<file path="src/rtl/control_pkg.sv">
// Shared state encoding and dispatch-class helpers for the multicycle control sequencer.
// Latency: none, constants and pure functions only.
// Backpressure: not applicable.
package control_pkg;

  // State is an open 7-bit code because dispatch loads the encoder's value directly.
  typedef logic [6:0] state_t;

  localparam state_t ST_RESET     = 7'd0;
  localparam state_t ST_FETCH0    = 7'd1;
  localparam state_t ST_FETCH1    = 7'd2;
  localparam state_t ST_FETCH2    = 7'd3;
  localparam state_t ST_DECODE    = 7'd4;
  localparam state_t ST_ILLEGAL   = 7'd5;
  localparam state_t ST_ADDU      = 7'd6;
  localparam state_t ST_STORE0    = 7'd7;
  localparam state_t ST_STORE1    = 7'd8;
  localparam state_t ST_STORE2    = 7'd9;
  localparam state_t ST_BEQ       = 7'd11;
  localparam state_t ST_BRANCH    = 7'd12;
  localparam state_t ST_LOAD0     = 7'd13;
  localparam state_t ST_LOAD1     = 7'd14;
  localparam state_t ST_LOAD2     = 7'd15;
  localparam state_t ST_LOAD3     = 7'd16;
  localparam state_t ST_ALU_FIRST = 7'd17;
  localparam state_t ST_ALU_LAST  = 7'd28;

  function automatic logic is_alu(state_t s);
    return (s == ST_ADDU) || ((s >= ST_ALU_FIRST) && (s <= ST_ALU_LAST));
  endfunction

  function automatic logic is_dispatch_valid(state_t sel);
    return is_alu(sel) || (sel == ST_STORE0) || (sel == ST_BEQ) || (sel == ST_LOAD0);
  endfunction

  function automatic logic is_wait_state(state_t s);
    return (s == ST_FETCH1) || (s == ST_STORE2) || (s == ST_LOAD2);
  endfunction

endpackage

</file>
<file path="src/rtl/control_sequencer_if.sv">
// Encoder/memory/ALU-facing signals of the control sequencer, with sequencer (slave) and environment (master) views.
// Latency: wires only.
// Backpressure: Hold freezes the sequencer; MOC is a level-sensitive memory completion.
interface control_sequencer_if;
  import control_pkg::*;

  state_t State_Sel;
  logic   MOC;
  logic   Cond;
  logic   Hold;
  state_t State;
  logic   Retire;
  logic   Illegal_Op;
  logic   Bus_Error;

  modport master (
    output State_Sel, MOC, Cond, Hold,
    input  State, Retire, Illegal_Op, Bus_Error
  );

  modport slave (
    input  State_Sel, MOC, Cond, Hold,
    output State, Retire, Illegal_Op, Bus_Error
  );

endinterface

</file>
<file path="src/rtl/moc_watchdog.sv">
// Counts consecutive stalled cycles in a memory-wait state and strobes timeout; keeps the sticky bus error.
// Latency: timeout is combinational on the MOC_TIMEOUT-th stalled cycle; bus_error registers at that edge.
// Backpressure: hold freezes the count and the flag.
module moc_watchdog
  import control_pkg::*;
#(
  parameter int unsigned MOC_TIMEOUT = 15
) (
  input  logic   Clk,
  input  logic   Reset_n,
  input  state_t state,
  input  logic   moc,
  input  logic   hold,
  output logic   timeout,
  output logic   bus_error
);

  localparam int unsigned CW = $clog2(MOC_TIMEOUT + 1);
  localparam logic [CW-1:0] LAST = CW'(MOC_TIMEOUT - 1);

  logic [CW-1:0] count_q;
  logic          stalled;

  assign stalled = is_wait_state(state) && !moc && !hold;
  assign timeout = stalled && (count_q == LAST);

  always_ff @(posedge Clk or negedge Reset_n) begin
    if (!Reset_n) begin
      count_q   <= '0;
      bus_error <= 1'b0;
    end else if (!hold) begin
      // Leaving the wait state (MOC seen, or timeout) restarts the count.
      if (!stalled || timeout) count_q <= '0;
      else                     count_q <= count_q + 1'b1;
      if (timeout) bus_error <= 1'b1;
    end
  end

endmodule

</file>
<file path="src/rtl/control_sequencer.sv">
// Multicycle MIPS control-state sequencer: fetch/decode, per-class execute, memory waits; SEQ_MOC_TIMEOUT_EN adds a wait watchdog.
// Latency: State_Sel sampled in decode appears on State at the next edge; Retire decodes the current cycle.
// Backpressure: Hold freezes State and counters; wait states stall until MOC.
module control_sequencer
#(
  parameter int unsigned MOC_TIMEOUT = 15
) (
  input logic                 Clk,
  input logic                 Reset_n,
  control_sequencer_if.slave  bus
);
  import control_pkg::*;

  state_t state_q, state_d;
  logic   retire;
  logic   timeout;

  always_ff @(posedge Clk or negedge Reset_n) begin
    if (!Reset_n) state_q <= ST_RESET;
    else          state_q <= state_d;
  end

  always_comb begin
    state_d = state_q;
    retire  = 1'b0;
    if (!bus.Hold) begin
      case (state_q)
        ST_RESET:   state_d = ST_FETCH0;
        ST_FETCH0:  state_d = ST_FETCH1;
        ST_FETCH1:  if (bus.MOC) state_d = ST_FETCH2;
        ST_FETCH2:  state_d = ST_DECODE;
        ST_DECODE:  state_d = is_dispatch_valid(bus.State_Sel) ? bus.State_Sel : ST_ILLEGAL;
        ST_ILLEGAL: state_d = ST_FETCH0;
        ST_STORE0:  state_d = ST_STORE1;
        ST_STORE1:  state_d = ST_STORE2;
        ST_STORE2: begin
          if (bus.MOC) begin
            state_d = ST_FETCH0;
            retire  = 1'b1;
          end
        end
        ST_BEQ: begin
          state_d = bus.Cond ? ST_BRANCH : ST_FETCH0;
          retire  = !bus.Cond;
        end
        ST_BRANCH: begin
          state_d = ST_FETCH0;
          retire  = 1'b1;
        end
        ST_LOAD0:   state_d = ST_LOAD1;
        ST_LOAD1:   state_d = ST_LOAD2;
        ST_LOAD2:   if (bus.MOC) state_d = ST_LOAD3;
        ST_LOAD3: begin
          state_d = ST_FETCH0;
          retire  = 1'b1;
        end
        // ALU classes retire here; unused codes fall back to fetch without retiring.
        default: begin
          state_d = ST_FETCH0;
          retire  = is_alu(state_q);
        end
      endcase
      if (timeout) begin
        state_d = ST_ILLEGAL;
        retire  = 1'b0;
      end
    end
  end

`ifdef SEQ_MOC_TIMEOUT_EN
  moc_watchdog #(
    .MOC_TIMEOUT (MOC_TIMEOUT)
  ) u_moc_watchdog (
    .Clk       (Clk),
    .Reset_n   (Reset_n),
    .state     (state_q),
    .moc       (bus.MOC),
    .hold      (bus.Hold),
    .timeout   (timeout),
    .bus_error (bus.Bus_Error)
  );
`else
  assign timeout       = 1'b0;
  assign bus.Bus_Error = 1'b0;
`endif

  assign bus.State      = state_q;
  assign bus.Retire     = retire;
  assign bus.Illegal_Op = (state_q == ST_ILLEGAL);

endmodule
</file>
<file path="src/flat_wrapper.sv">
// flat-port wrapper written by rule: the top's interface ports become plain ports
module control_sequencer_flat import control_pkg::*;
#(
  parameter int unsigned MOC_TIMEOUT = 15
)
  (Clk, Reset_n, bus_State_Sel, bus_MOC, bus_Cond, bus_Hold, bus_State, bus_Retire, bus_Illegal_Op, bus_Bus_Error);
  control_sequencer_if bus_i ();
  input logic Clk;
  input logic Reset_n;
  input wire logic [$bits(bus_i.State_Sel)-1:0] bus_State_Sel;
  input wire logic [$bits(bus_i.MOC)-1:0] bus_MOC;
  input wire logic [$bits(bus_i.Cond)-1:0] bus_Cond;
  input wire logic [$bits(bus_i.Hold)-1:0] bus_Hold;
  output wire logic [$bits(bus_i.State)-1:0] bus_State;
  output wire logic [$bits(bus_i.Retire)-1:0] bus_Retire;
  output wire logic [$bits(bus_i.Illegal_Op)-1:0] bus_Illegal_Op;
  output wire logic [$bits(bus_i.Bus_Error)-1:0] bus_Bus_Error;
  assign bus_i.State_Sel = bus_State_Sel;
  assign bus_i.MOC = bus_MOC;
  assign bus_i.Cond = bus_Cond;
  assign bus_i.Hold = bus_Hold;
  assign bus_State = bus_i.State;
  assign bus_Retire = bus_i.Retire;
  assign bus_Illegal_Op = bus_i.Illegal_Op;
  assign bus_Bus_Error = bus_i.Bus_Error;
  control_sequencer #(.MOC_TIMEOUT(MOC_TIMEOUT)) u_core (.Clk(Clk), .Reset_n(Reset_n), .bus(bus_i));
endmodule
</file>
<file path="config.mk">
export PLATFORM = sky130hd
export DESIGN_NAME = control_sequencer_flat
export DESIGN_NICKNAME = d
export VERILOG_FILES = /design/src/rtl/control_pkg.sv /design/src/rtl/control_sequencer_if.sv /design/src/rtl/moc_watchdog.sv /design/src/rtl/control_sequencer.sv /design/src/flat_wrapper.sv
export SDC_FILE = /design/constraint.sdc
export NUM_CORES = 1
export LEC_CHECK = 0
export ABC_AREA = 0
export BUFFER_PORTS_ARGS = -buffer_cell sky130_fd_sc_hd__buf_2
export CAP_MARGIN = 0
export CORE_UTILIZATION = 49
export CTS_CLUSTER_SIZE = 30
export DETAILED_ROUTE_END_ITERATION = 6
export PLACE_DENSITY = 0.81
export SETUP_SLACK_MARGIN = 0.4
export SLEW_MARGIN = 20
export SYNTH_ARGS = -nofsm -noshare
export SYNTH_HDL_FRONTEND = slang
export SYNTH_SLANG_ARGS = --single-unit
</file>
<file path="constraint.sdc">
create_clock -name Clk -period 4.2 [get_ports Clk]
set_input_delay 0.84 -clock Clk [delete_from_list [all_inputs] [get_ports Clk]]
set_output_delay 0.84 -clock Clk [all_outputs]
set_load 0.005 [all_outputs]
</file>
==> After elaboration in Yosys (flattened, before gate mapping) <==
Index checks and enable logic that the tools add are counted.
W data, S select, Z words.
{ "totals": {"register_bits": 7, "input_bits": 12, "out_inout_bits": 10, "wordCells": 49} }
{ "classes": {"n_lt_le_gt_ge": 4, "n_eq_ne": 22, "muxes": 9, "bitwise": 1, "n_reduce_logical": 12} }
{ "ops": {"columns": ["op", "n"], "rows": [
  ["$pmux W7 S11", 1],
  ["$eq A7 B4 Y1 const B", 9],
  ["$eq A7 B3 Y1 const B", 6],
  ["$mux W7", 4],
  ["$eq A7 B2 Y1 const B", 2],
  ["$ge A7 B5 Y1 const B", 2],
  ["$le A7 B5 Y1 const B", 2],
  ["$reduce_or A11 Y1", 1],
  ["$eq A7 B1 Y1 const B", 1],
  ["$eq A7 B5 Y1 const B", 1],
  ["$logic_not A7 Y1", 1],
  ["$ne A2 B2 Y1 const B", 3],
  ["$logic_or A1 B1 Y1", 5],
  ["$mux W4", 1],
  ["$pmux W1 S4", 1],
  ["$reduce_and A4 Y1", 1],
  ["$logic_and A1 B1 Y1", 2],
  ["$mux W1", 2],
  ["$reduce_or A2 Y1", 1],
  ["$logic_not A1 Y1", 1],
  ["$not A1 Y1", 1]
]} }

==> Logic depth before layout (Yosys ltp) <==
Gate-level depths: netlist (run 1).
{ "depth": {"ltp_word": 8, "mapped_depth": 6, "depth_no_buf": 5} }

==> Least setup slack after synthesis (run 1) <==
Ideal clock, no wire load.
{ "synth_path": {"path_type": "reg2out", "startpoint": "register u_core.state_q[5], in the netlist u_core.bus.State[5]", "endpoint": "output port bus_Retire", "arrival_time_ns": 1.511, "required_ns": 3.360, "path_slack_ns": 1.849, "path_stages_with_launch": 7, "n_path_buf": 1, "path_cell_list": "dfrtp_1 buf_6 nor4b_1 a22oi_1 o21ai_0 a221oi_1 nor2_1"} }
{ "synth_via": {"elab_chain_len": 5, "elab_cells_between_ends": 24, "cone_classes": "order compare: 2; eq/ne: 15; mux: 2; reduce/logical: 5"} }
{ "synth_lines": {"columns": ["item", "line", "text"], "rows": [
  ["from (decl)", "control_sequencer.sv:14", "state_t state_q, state_d;"],
  ["from (signal assigned)", "control_sequencer.sv:20", "else state_q <= state_d;"],
  ["$ge A7 B5 Y1 or $le A7 B5 Y1 (tied branches)", "control_pkg.sv:29", "return (s == ST_ADDU) || ((s >= ST_ALU_FIRST) && (s <= ST_ALU_LAST));"],
  ["$logic_and A1 B1 Y1", "control_pkg.sv:29", null],
  ["$logic_or A1 B1 Y1", "control_pkg.sv:29", null],
  ["$pmux W1 S4 (*)", "control_sequencer.sv:27", "case (state_q)"],
  ["$mux W1 (*)", "control_sequencer.sv:26", "if (!bus.Hold) begin"],
  ["to (decl)", "flat_wrapper.sv:15", "output wire logic [$bits(bus_i.Retire)-1:0] bus_Retire;"]
]} }
Every way passes the cells marked *; elsewhere a longest branch is shown, timed or not.

==> Final worst setup path (run 1) <==
{ "layout_path": {"startpoint": "register u_core.state_q[0], in the netlist u_core.bus.State[0]", "endpoint": "output port bus_Retire"} }
The elaborated chain is that of the path after synthesis.

==> qor.log, run 1 <==
[status] outcome complete, no violations
[final_layout] nets 130
[clocking] clock latency on the worst-skew pair 0.27 ns
[timing] Final Max Slew Viols 0
[floorplan] height of the die 41.7 um
[drt] Residual DRC 0
[power_and_ir_drop] highest ir drop seen on vdd 0.301 mV
[synth] Synth Warn # 0
[clocking] CTS Buf Count 3
[drt] count of TritonRoute iterations in the first routing pass 4
[synth] number of unique standard cell types used by synthesis 37
[synth] mean cell area of the mapped netlist 7.56 um2
[floorplan] number of top-level pins 22
[timing] final worst path period need 2.95 ns
[place] port bufs 20
[final_layout] number of flip-flops under the largest register name 7
[timing] number of hold violations in the final report 0
[floorplan] area inside the core boundary 1380 um2
[final_layout] area growth from synthesis to final layout 12.8%
[setup_path] type of element launching the critical path flip-flop
[setup_path] largest fanout of any net on the critical path 17
[timing] worst slew margin relative to its limit 0.593
[place] DPL Wire Length 1280 um
[synth] cell count after synthesis 102
[synth] Synthesized Nets 114
[timing] # setup viols final 0
[timing] smallest setup slack after layout 1.25 ns
[power_and_ir_drop] internal power summed over all cells 256 uW
[power_and_ir_drop] sequential group share of total power 0.322
[clocking] maximum buffer depth of the clock tree 2
[drt] detail-routed net length per standard cell 13.6 um
[global_route] overflow left after global routing 0
[clocking] # H-tree levels 1
[clocking] Post-CTS Setup Inserts 0
[timing] Tcrit/Tclk final 0.701
[synth] fraction of post-synthesis cell area in the top cell type by area 0.227
[global_route] antenna violations before repair 0
[hold_path] HP Class in -> async
[power_and_ir_drop] power dissipated by switching net loads 251 uW
[timing] Setup TNS Final 0 ns
[power_and_ir_drop] reported leakage power 0.360 nW
[synth] leading cell types by total area after synthesis sky130_fd_sc_hd__dfrtp_1, sky130_fd_sc_hd__o21ai_0, sky130_fd_sc_hd__a21oi_1
[floorplan] Die X 41.7 um
[drt] violation count after the first detailed-routing iteration 49
[final_layout] share of the core filled with cells in the final layout 0.629
[run] max-capacitance violation count 0
[final_layout] number of antenna diodes 0
[setup_path] worst reg2reg path depth 3
[setup_path] data required time of the critical path 3.36 ns
[clocking] clock sinks 7
[clocking] clock tree from TritonCTS yes
[setup_path] Arr. time, crit path 2.11 ns
[clocking] Clk Tree Root Cell sky130_fd_sc_hd__clkbuf_4
[drt] Post-Route WL 1790 um
[power_and_ir_drop] Gate power share 0.551
[synth] fraction of the yosys area taken by sequential cells 0.227
[timing] Highest Clock Rate 340 MHz
[power_and_ir_drop] proportion of power drawn by the clock network 0.127
[synth] number of enable flip-flop cells after synthesis 0
[global_route] number of global-route vias before repair 668
[setup_path] worst reg2reg startpoint u_core.bus.State[0]
[floorplan] Die ar. 1740 um2
[global_route] pin count of the biggest net entering global routing 23
[floorplan] Std-Cell Rows 13
[synth] leading area contributor after synthesis sky130_fd_sc_hd__dfrtp_1
[drt] number of antenna-violating nets in the routed design 0
[synth] leading cell types by count after synthesis sky130_fd_sc_hd__o21ai_0, sky130_fd_sc_hd__nor2_1, sky130_fd_sc_hd__a21oi_1, sky130_fd_sc_hd__dfrtp_1
[synth] Mapped Area 771 um2
[drt] number of vias per cell 6.43
[place] gpl congestion 0.825
[clocking] number of gates resized after cts 0
[global_route] overall track demand over capacity in global routing 0.206
[drt] via count 849
[setup_path] Crit Path Category reg -> out
[final_layout] fraction of layout instances using a drive strength above 1 0.239
[clocking] register clock-pin slew on the reported worst setup and hold paths 0.06 ns
[setup_path] reg-to-reg slack, setup 2.00 ns
[floorplan] starting density of the core 0.557
[clocking] Hold Buf Count CTS 0
[timing] Worst-Margin Slew 0.603 ns
[timing] unrepaired setup endpoints after global routing no
[synth] most instantiated library cell after synthesis sky130_fd_sc_hd__o21ai_0
[synth] leading register cell type out of synthesis sky130_fd_sc_hd__dfrtp_1
[power_and_ir_drop] net switching fraction of the power 0.495
[synth] fraction of registers with async set/reset 1.00
[synth] #FFs+latches synth 7
[timing] worst-case clock skew 0.0159 ns
[global_route] first-pass GRT wire length 2780 um
[place] DP Worst Slack 1.52 ns
[power_and_ir_drop] power density cells 583 nW/um2
[setup_path] CP Capture Type primary output
[setup_path] capture instance of the worst register-to-register path u_core.bus.State[3]
-- area by class of cell --
type | instances | area (um2)
Multi-Input combinational cell | 84 | 542
Fill cell | 132 | 513
Sequential cell | 7 | 175
Timing Repair Buffer | 20 | 100
Clock buffer | 4 | 26.3
Tap cell | 15 | 18.8
Inverter | 2 | 7.51
-- worst max-delay path, cell delays in order, from the launching register on --
cell and delay, ns:
sky130_fd_sc_hd__dfrtp_1 0.62, sky130_fd_sc_hd__nor4b_1 0.55, sky130_fd_sc_hd__a22oi_1 0.17, sky130_fd_sc_hd__o21ai_0 0.17, sky130_fd_sc_hd__a221oi_1 0.10, sky130_fd_sc_hd__nor2_1 0.10
sky130_fd_sc_hd__buf_2 0.11
-- per-stage QoR --
| stage | total power, mW | instance area (um2) | hold slack (ns) | instances |
|---|---|---|---|---|
| floorplan | 0.370 | 771 | 0.544 | 102 |
| global placement | 0.432 | 843 | 0.652 | 128 |
| detailed placement | 0.439 | 843 | 0.654 | 128 |
| CTS | 0.503 | 870 | 0.387 | 132 |
| global route | 0.549 | 870 | 0.391 | 132 |
| finish | 0.507 | 870 | 0.388 | 132 |
-- how the worst max path moves through the flow --
stage                   startpoint          to  slack, ns  cells past startpoint
6_report       u_core.bus.State[0]  bus_Retire       1.25                      6
5_1_grt        u_core.bus.State[0]  bus_Retire       0.98                      6
4_1_cts        u_core.bus.State[0]  bus_Retire       1.28                      6
3_5_place_dp               bus_MOC  bus_Retire       1.52                      7
3_3_place_gp               bus_MOC  bus_Retire       1.56                      7
2_1_floorplan  u_core.bus.State[5]  bus_Retire       1.85                      6
-- kinds of logic (layout without fill, tap and decap cells) --
| kind of cell | count (synthesis) | after routing | share of synthesized area |
|---|---|---|---|
| xor+xnor | 3 | 3 | 0.0341 |
| other cells | 1 | 1 | 0.00487 |
| mux | 2 | 2 | 0.0390 |
| compound gates | 31 | 31 | 0.279 |
| buf+inv | 11 | 26 | 0.0698 |
| flops | 7 | 7 | 0.227 |
| simple gates | 47 | 47 | 0.346 |
-- power groups by stage --
stage / Clock [mW] / Combinational, mW / Sequential [mW]
5_1_grt: 0.0699 / 0.307 / 0.172
2_1_floorplan: 0 / 0.260 / 0.110
6_report: 0.0642 / 0.279 / 0.163
3_3_place_gp: 0 / 0.270 / 0.162
4_1_cts: 0.0657 / 0.276 / 0.162
3_5_place_dp: 0 / 0.275 / 0.164
-- cells in the final DEF (no fill, tap or decap), types with 2 or more instances in the layout --
master,count
sky130_fd_sc_hd__buf_2,20
sky130_fd_sc_hd__o21ai_0,10
sky130_fd_sc_hd__nor2_1,9
sky130_fd_sc_hd__a21oi_1,7
sky130_fd_sc_hd__dfrtp_1,7
sky130_fd_sc_hd__nand3_1,6
sky130_fd_sc_hd__nand2_1,6
sky130_fd_sc_hd__nor4_1,5
sky130_fd_sc_hd__nor2b_1,4
sky130_fd_sc_hd__nand2b_1,3
sky130_fd_sc_hd__nor3_1,3
sky130_fd_sc_hd__clkbuf_4,3
sky130_fd_sc_hd__nor3b_1,2
sky130_fd_sc_hd__nor4b_1,2
sky130_fd_sc_hd__a22oi_1,2
sky130_fd_sc_hd__o311ai_0,2
sky130_fd_sc_hd__inv_1,2
sky130_fd_sc_hd__a211oi_1,2
sky130_fd_sc_hd__mux2_4,2
sky130_fd_sc_hd__and2_1,2
sky130_fd_sc_hd__xnor2_1,2
sky130_fd_sc_hd__o211ai_1,2
-- metal layers --
layer	vias up	track usage	share of wire
met2	36	0.284	0.45
li1	415	-	-
met4	0	0.174	0.032
met3	7	0.0304	0.045
met1	391	0.277	0.47
met5	-	0	0
Note: power is estimated with default switching activity, not from simulation.
==> inputs of run 2 (changes only) <==
ABC_AREA = 1   (was 0)
CORE_UTILIZATION = 46   (was 49)
PLACE_DENSITY = 0.79   (was 0.81)
clock period = 2.45 ns   (was 4.2 ns; I/O delays follow)
==> run 2 against run 1 <==
  * Synthesized cell count rose by 44%
  * Wire length rose by 40%
  * Clock power rose by 71%
  * Via count rose by 21%
==> qor.log, run 2 <==
[final_layout] number of antenna diodes 0 [unchanged]
[floorplan] height of the die 44.3 um [+6.3%]
[synth] fraction of registers with async set/reset 1.00 [unchanged]
[floorplan] area inside the core boundary 1590 um2 [+15%]
[power_and_ir_drop] reported leakage power 0.666 nW [+85%]
[floorplan] Std-Cell Rows 14 [+1]
[final_layout] share of the core filled with cells in the final layout 0.735 [+0.106]
[synth] Mapped Area 822 um2 [+6.7%]
[clocking] # H-tree levels 1 [unchanged]
[timing] number of hold violations in the final report 0 [unchanged]
[global_route] number of global-route vias before repair 874 [+31%]
[global_route] first-pass GRT wire length 3650 um [+31%]
[clocking] clock sinks 7 [unchanged]
[setup_path] worst reg2reg path depth 12 [+9]
[global_route] antenna violations before repair 0 [unchanged]
[timing] Highest Clock Rate 475 MHz
[setup_path] reg-to-reg slack, setup 0.80 ns [-1.20 ns]
[synth] fraction of post-synthesis cell area in the top cell type by area 0.213 [-0.0142]
[timing] Setup TNS Final 0 ns [unchanged]
[place] Placed Cells 189 [+48%]
[floorplan] Die X 44.3 um [+6.3%]
[power_and_ir_drop] highest ir drop seen on vdd 0.722 mV [+140%]
[timing] final worst path period need 2.11 ns
[floorplan] Die ar. 1960 um2 [+13%]
[timing] # setup viols final 0 [unchanged]
[setup_path] Crit Path Category reg -> out
[floorplan] starting density of the core 0.516 [-0.0418]
[floorplan] number of top-level pins 22 [unchanged]
[synth] Synth Warn # 0 [unchanged]
[run] max-capacitance violation count 0 [unchanged]
[global_route] overflow left after global routing 0 [unchanged]
[synth] leading cell types by total area after synthesis sky130_fd_sc_hd__dfrtp_1, sky130_fd_sc_hd__nand2_1, sky130_fd_sc_hd__nor2_1
[setup_path] largest fanout of any net on the critical path 4 [-13]
[timing] worst-case clock skew 0.00101 ns [-0.0149 ns]
[drt] number of vias per cell 5.04 [-22%]
[synth] number of unique standard cell types used by synthesis 21 [-43%]
[clocking] clock tree from TritonCTS yes
[synth] mean cell area of the mapped netlist 5.59 um2 [-26%]
[hold_path] HP Class in -> async
[timing] Final Max Slew Viols 0 [unchanged]
[drt] number of antenna-violating nets in the routed design 0 [unchanged]
[drt] violation count after the first detailed-routing iteration 39 [-20%]
[timing] smallest setup slack after layout 0.344 ns [-0.910 ns]
[final_layout] area growth from synthesis to final layout 42.5%
[drt] count of TritonRoute iterations in the first routing pass 4 [unchanged]
[clocking] register clock-pin slew on the reported worst setup and hold paths 0.06 ns [about the same]
[clocking] clock latency on the worst-skew pair 0.26 ns [about the same]
[clocking] maximum buffer depth of the clock tree 2 [unchanged]
[drt] detail-routed net length per standard cell 12.3 um [-9.1%]
[final_layout] number of fillers in the final layout 131 [-0.76%]
[synth] most instantiated library cell after synthesis sky130_fd_sc_hd__nand2_1
[place] gpl congestion 0.893 [+8.3%]
[final_layout] most common library cell in the layout ignoring fill and taps sky130_fd_sc_hd__nand2_1
[synth] number of enable flip-flop cells after synthesis 0 [unchanged]
[global_route] pin count of the biggest net entering global routing 12 [-48%]
[setup_path] type of element launching the critical path flip-flop
[synth] cell count after synthesis 147 [+44%]
[status] outcome complete, no violations
[final_layout] non-filler instance count after layout 204 [+55%]
[setup_path] CP Capture Type primary output
[clocking] Clk Tree Root Cell sky130_fd_sc_hd__clkbuf_4
[power_and_ir_drop] power density cells 892 nW/um2 [+53%]
[place] port bufs 20 [unchanged]
[timing] Tcrit/Tclk final 0.859
[setup_path] Worst setup startpoint u_core.bus.State[5]
[final_layout] most frequent cells in the layout sky130_fd_sc_hd__nand2_1, sky130_fd_sc_hd__nor2_1, sky130_fd_sc_hd__buf_2
[drt] Post-Route WL 2510 um [+40%]
[power_and_ir_drop] post-layout total power 1.05 mW [+110%]
[drt] via count 1028 [+21%]
[setup_path] worst reg2reg startpoint u_core.bus.State[5]
[place] DPL Wire Length 1680 um [+31%]
[global_route] overall track demand over capacity in global routing 0.252 [+0.0464]
[clocking] CTS Buf Count 3 [unchanged]
[drt] Residual DRC 0 [unchanged]
[synth] leading area contributor after synthesis sky130_fd_sc_hd__dfrtp_1
[final_layout] number of flip-flops under the largest register name 7 [unchanged]
[final_layout] fraction of layout instances using a drive strength above 1 0.494 [+0.255]
[place] DP Worst Slack 0.544 ns [-0.973 ns]
[synth] #FFs+latches synth 7 [unchanged]
[timing] unrepaired setup endpoints after global routing yes
[synth] fraction of the yosys area taken by sequential cells 0.213 [-0.0142]
[setup_path] data required time of the critical path 1.96 ns [-1.40 ns]
[setup_path] capture instance of the worst register-to-register path u_core.bus.State[0]
[synth] leading register cell type out of synthesis sky130_fd_sc_hd__dfrtp_1
[setup_path] Arr. time, crit path 1.62 ns [-0.49 ns]
[synth] leading cell types by count after synthesis sky130_fd_sc_hd__nand2_1, sky130_fd_sc_hd__nor2_1, sky130_fd_sc_hd__inv_1
[synth] Synthesized Nets 159 [+39%]
[final_layout] nets 193 [+48%]
run 2: cell count changes after synthesis, sizes merged, moves of 3 or more:
cell	delta
nand2b	-3
clkbuf	-6
a21oi	-4
nor2b	-4
nand2	+49
inv	+20
nor2	+26
nor4	-5
run 2: worst max-delay path by stage:
stage                       to  slack, ns
finish              bus_Retire       0.34
global route        bus_Retire       0.28
CTS                 bus_Retire       0.37
detailed placement  bus_Retire       0.54
global placement    bus_Retire       0.60
floorplan           bus_Retire       0.77
run 2: what timing repair did:
item | CTS | global route
setup endpoints to repair | 1 | 1
pin swaps | 5 | 9
buffers inserted | 6 | 5
resized for setup | 23 | 20
hold buffers | 0 | 0
run 2: report_power, final:
part | total, mW | leakage (nW) | internal [mW] | switching, mW
logic | 0.733 | 0.558 | 0.287 | 0.446
clock network | 0.110 | 0.0177 | 0.0600 | 0.0501
registers | 0.202 | 0.0900 | 0.148 | 0.0539
total | 1.05 | 0.666 | 0.495 | 0.550
run 2: critical path, cell delays in order, from the launching register on:
cell,delay (ns)
sky130_fd_sc_hd__dfrtp_1,0.40
sky130_fd_sc_hd__inv_2,0.09
sky130_fd_sc_hd__nand2_4,0.06
sky130_fd_sc_hd__nor2_4,0.12
sky130_fd_sc_hd__buf_6,0.13
sky130_fd_sc_hd__nand2_2,0.06
sky130_fd_sc_hd__nand2_2,0.12
sky130_fd_sc_hd__nor2_4,0.06
sky130_fd_sc_hd__nand3_2,0.06
sky130_fd_sc_hd__nand2_1,0.05
sky130_fd_sc_hd__nand2_1,0.06
sky130_fd_sc_hd__nor2_1,0.03
sky130_fd_sc_hd__buf_2,0.11
run 2: cell families after synthesis:
logic type | share of synthesized area
buf+inv | 0.140
other cells | 0.00456
flops | 0.213
compound gates | 0.0928
simple gates | 0.549
run 2: routing by layer:
layer  vias up  share of wire  GRT usage
met1       463           0.40      0.311
met3         8          0.050     0.0122
met2        44           0.53      0.474
li1        513              -          -
met4         0          0.027     0.0667
met5         -              0          0
run 2: final cells by class:
type	count	area (um2)	share of cell area
Tap cell	24	30.0	0.0256
Clock inverter	1	5.00	0.00427
Multi-Input combinational cell	115	649	0.554
Inverter	22	85.1	0.0726
Timing Repair Buffer	32	201	0.172
Clock buffer	3	22.5	0.0192
Sequential cell	7	178	0.152
run 2: per-stage QoR:
| stage | area, um2 | hold slack [ns] |
|---|---|---|
| 2_1_floorplan | 822 | 0.194 |
| 3_3_place_gp | 930 | 0.322 |
| 3_5_place_dp | 930 | 0.333 |
| 4_1_cts | 1070 | 0.0639 |
| 5_1_grt | 1170 | 0.0677 |
| 6_report | 1170 | 0.0568 |
==> inputs of run 3 (changes only) <==
CAP_MARGIN = 25   (was 0)
HOLD_SLACK_MARGIN = 0.15   (was not set)
==> run 3 against run 2 <==
  * Non-clock buffer count is 1 higher
  * Flip-flop and latch count is the same
  * Clock skew rose by 0.0012 ns
  * Utilization increased by 0.63 points
  * Die area stayed put
  * Combinational power hardly changed
  * Via count fell by 0.58%
  * Critical path depth did not move
  * Cell area rose by 0.85%
  * Critical path type unchanged
  * Largest power group unchanged
==> qor.log, run 3 (synthesized netlist as in run 2, its figures left out) <==
[status] outcome complete, no violations
[drt] Residual DRC 0 [unchanged]
[setup_path] Cell Chain, Critical Path inv_2, nand2_4, nor2_4, buf_6, nand2_2, nand2_2, nor2_4, nand3_2, nand2_1, nand2_1, nor2_1, buf_2
[clocking] CTS Buf Count 3 [unchanged]
[floorplan] Std-Cell Rows 14 [unchanged]
[clocking] maximum buffer depth of the clock tree 2 [unchanged]
[floorplan] height of the die 44.3 um [unchanged]
[final_layout] Final Cell Area 1180 um2 [+0.85%]
[timing] worst-case clock skew 0.00224 ns [+0.00123 ns]
[drt] number of vias per cell 4.99 [-1.1%]
[final_layout] number of fillers in the final layout 129 [-1.5%]
[setup_path] Crit Path Category reg -> out
[timing] Highest Clock Rate 479 MHz [+0.84%]
[global_route] pin count of the biggest net entering global routing 12 [unchanged]
[final_layout] nets 194 [+0.52%]
[clocking] Clk Tree Root Cell sky130_fd_sc_hd__clkbuf_4
[setup_path] Crit path largest cell delay 0.40 ns [about the same]
[final_layout] number of antenna diodes 0 [unchanged]
[place] post-place instance area 930 um2 [unchanged]
[place] gpl congestion 0.893 [unchanged]
[timing] Tcrit/Tclk final 0.852 [-0.00716]
[timing] Setup TNS Final 0 ns [unchanged]
[floorplan] area inside the core boundary 1590 um2 [unchanged]
[floorplan] starting density of the core 0.516 [unchanged]
[clocking] clock latency on the worst-skew pair 0.25 ns [about the same]
[drt] detail-routed net length per standard cell 12.1 um [-1.5%]
[timing] # setup viols final 0 [unchanged]
[power_and_ir_drop] highest ir drop seen on vdd 0.701 mV [-2.9%]
[place] DP Worst Slack 0.544 ns [unchanged]
[final_layout] most common library cell in the layout ignoring fill and taps sky130_fd_sc_hd__nand2_1
[drt] via count 1022 [-0.58%]
[setup_path] type of element launching the critical path flip-flop
[power_and_ir_drop] reported leakage power 0.670 nW [+0.63%]
[timing] Final Max Slew Viols 0 [unchanged]
[final_layout] share of the core filled with cells in the final layout 0.741 [+0.00628]
[final_layout] area growth from synthesis to final layout 43.7%
[drt] number of antenna-violating nets in the routed design 0 [unchanged]
[final_layout] fraction of layout instances using a drive strength above 1 0.492 [-0.00273]
[timing] smallest setup slack after layout 0.362 ns [+0.0176 ns]
[clocking] # H-tree levels 1 [unchanged]
[clocking] register clock-pin slew on the reported worst setup and hold paths 0.06 ns [about the same]
[global_route] first-pass GRT wire length 3670 um [+0.55%]
[global_route] antenna violations before repair 0 [unchanged]
[final_layout] number of flip-flops under the largest register name 7 [unchanged]
[floorplan] number of top-level pins 22 [unchanged]
[drt] count of TritonRoute iterations in the first routing pass 4 [unchanged]
[place] DPL Wire Length 1680 um [unchanged]
[floorplan] Die X 44.3 um [unchanged]
[setup_path] CP Capture Type primary output
[timing] number of hold violations in the final report 0 [unchanged]
[global_route] overall track demand over capacity in global routing 0.253 [+0.000847]
[setup_path] Arr. time, crit path 1.60 ns [-0.02 ns]
[drt] Post-Route WL 2490 um [-0.99%]
[drt] violation count after the first detailed-routing iteration 38 [-2.6%]
[final_layout] most frequent cells in the layout sky130_fd_sc_hd__nand2_1, sky130_fd_sc_hd__nor2_1, sky130_fd_sc_hd__buf_2
[timing] unrepaired setup endpoints after global routing yes
[final_layout] area of the multi-input gates 649 um2 [unchanged]
[floorplan] Die ar. 1960 um2 [unchanged]
[hold_path] HP Class reg -> reg
[final_layout] sequential cell area 178 um2 [unchanged]
[power_and_ir_drop] power density cells 882 nW/um2 [-1.2%]
[global_route] number of global-route vias before repair 878 [+0.46%]
[setup_path] largest fanout of any net on the critical path 4 [unchanged]
[clocking] clock tree from TritonCTS yes
[setup_path] data required time of the critical path 1.96 ns [about the same]
[clocking] clock sinks 7 [unchanged]
[timing] final worst path period need 2.09 ns [-0.0175 ns]
[place] port bufs 20 [unchanged]
[run] max-capacitance violation count 0 [unchanged]
[setup_path] cell with the biggest individual delay on the critical path sky130_fd_sc_hd__dfrtp_1
[global_route] overflow left after global routing 0 [unchanged]
[run 3: changes by cell type in the layout (fill, tap and decap cells not counted)]
cell | previous run | this run
sky130_fd_sc_hd__dlygate4sd3_1 | 0 | 1
[run 3: final timing paths]
check | end | depth (start not counted) | slack, ns | from
min in group asynchronous | u_core.bus.State[3] | 2 | 0.60 | Reset_n
max reg2reg | u_core.bus.State[0] | 12 | 0.83 | u_core.bus.State[5]
max in group asynchronous | u_core.bus.State[0] | 2 | 1.68 | Reset_n
max | bus_Retire | 12 | 0.36 | u_core.bus.State[5]
min | u_core.bus.State[6] | 2 | 0.56 | u_core.bus.State[6]
min reg2reg | u_core.bus.State[6] | 2 | 0.56 | u_core.bus.State[6]
[run 3: timing repair]
action / CTS / global route
cloned: 0 / 0
setup buffers: 6 / 5
hold buffers: 1 / 0
pin swaps: 5 / 9
endpoints found under the setup margin: 1 / 1
endpoints found under the hold margin: 7 / 0
resized for setup: 23 / 20
[run 3: final cells by class]
type | count | area share
Inverter | 22 | 0.0720
Timing Repair Buffer | 33 | 0.179
Clock inverter | 1 | 0.00424
Multi-Input combinational cell | 115 | 0.550
Clock buffer | 3 | 0.0191
Tap cell | 24 | 0.0254
Sequential cell | 7 | 0.150
[run 3: metrics by stage]
step	std cells	power (mW)	hold slack [ns]
2_1_floorplan	147	0.577	0.194
3_3_place_gp	189	0.700	0.322
3_5_place_dp	189	0.713	0.333
4_1_cts	200	0.891	0.563
5_1_grt	205	1.12	0.585
6_report	205	1.04	0.564
[run 3: worst max-delay path, delay by kind of cell, from the launching register on]
family                 cells  cell delay [ns]
AND/OR/NAND/NOR            9             0.59
flip-flops                 1             0.40
buffers and inverters      3             0.33
[run 3: layer usage]
| metal | global-route usage | up-vias | routed length, um | share of wire |
|---|---|---|---|---|
| met5 | 0 | - | 0 | 0 |
| met4 | 0.0667 | 0 | 78 | 0.031 |
| met3 | 0.0122 | 11 | 118 | 0.047 |
| met2 | 0.474 | 42 | 1300 | 0.52 |
| met1 | 0.313 | 456 | 988 | 0.40 |
| li1 | - | 513 | - | - |
[run 3: report_power, final]
part / leakage, nW / switching [mW] / internal [mW]
registers: 0.0900 / 0.0522 / 0.148
clock network: 0.0177 / 0.0489 / 0.0600
logic: 0.562 / 0.444 / 0.288
total: 0.670 / 0.546 / 0.496
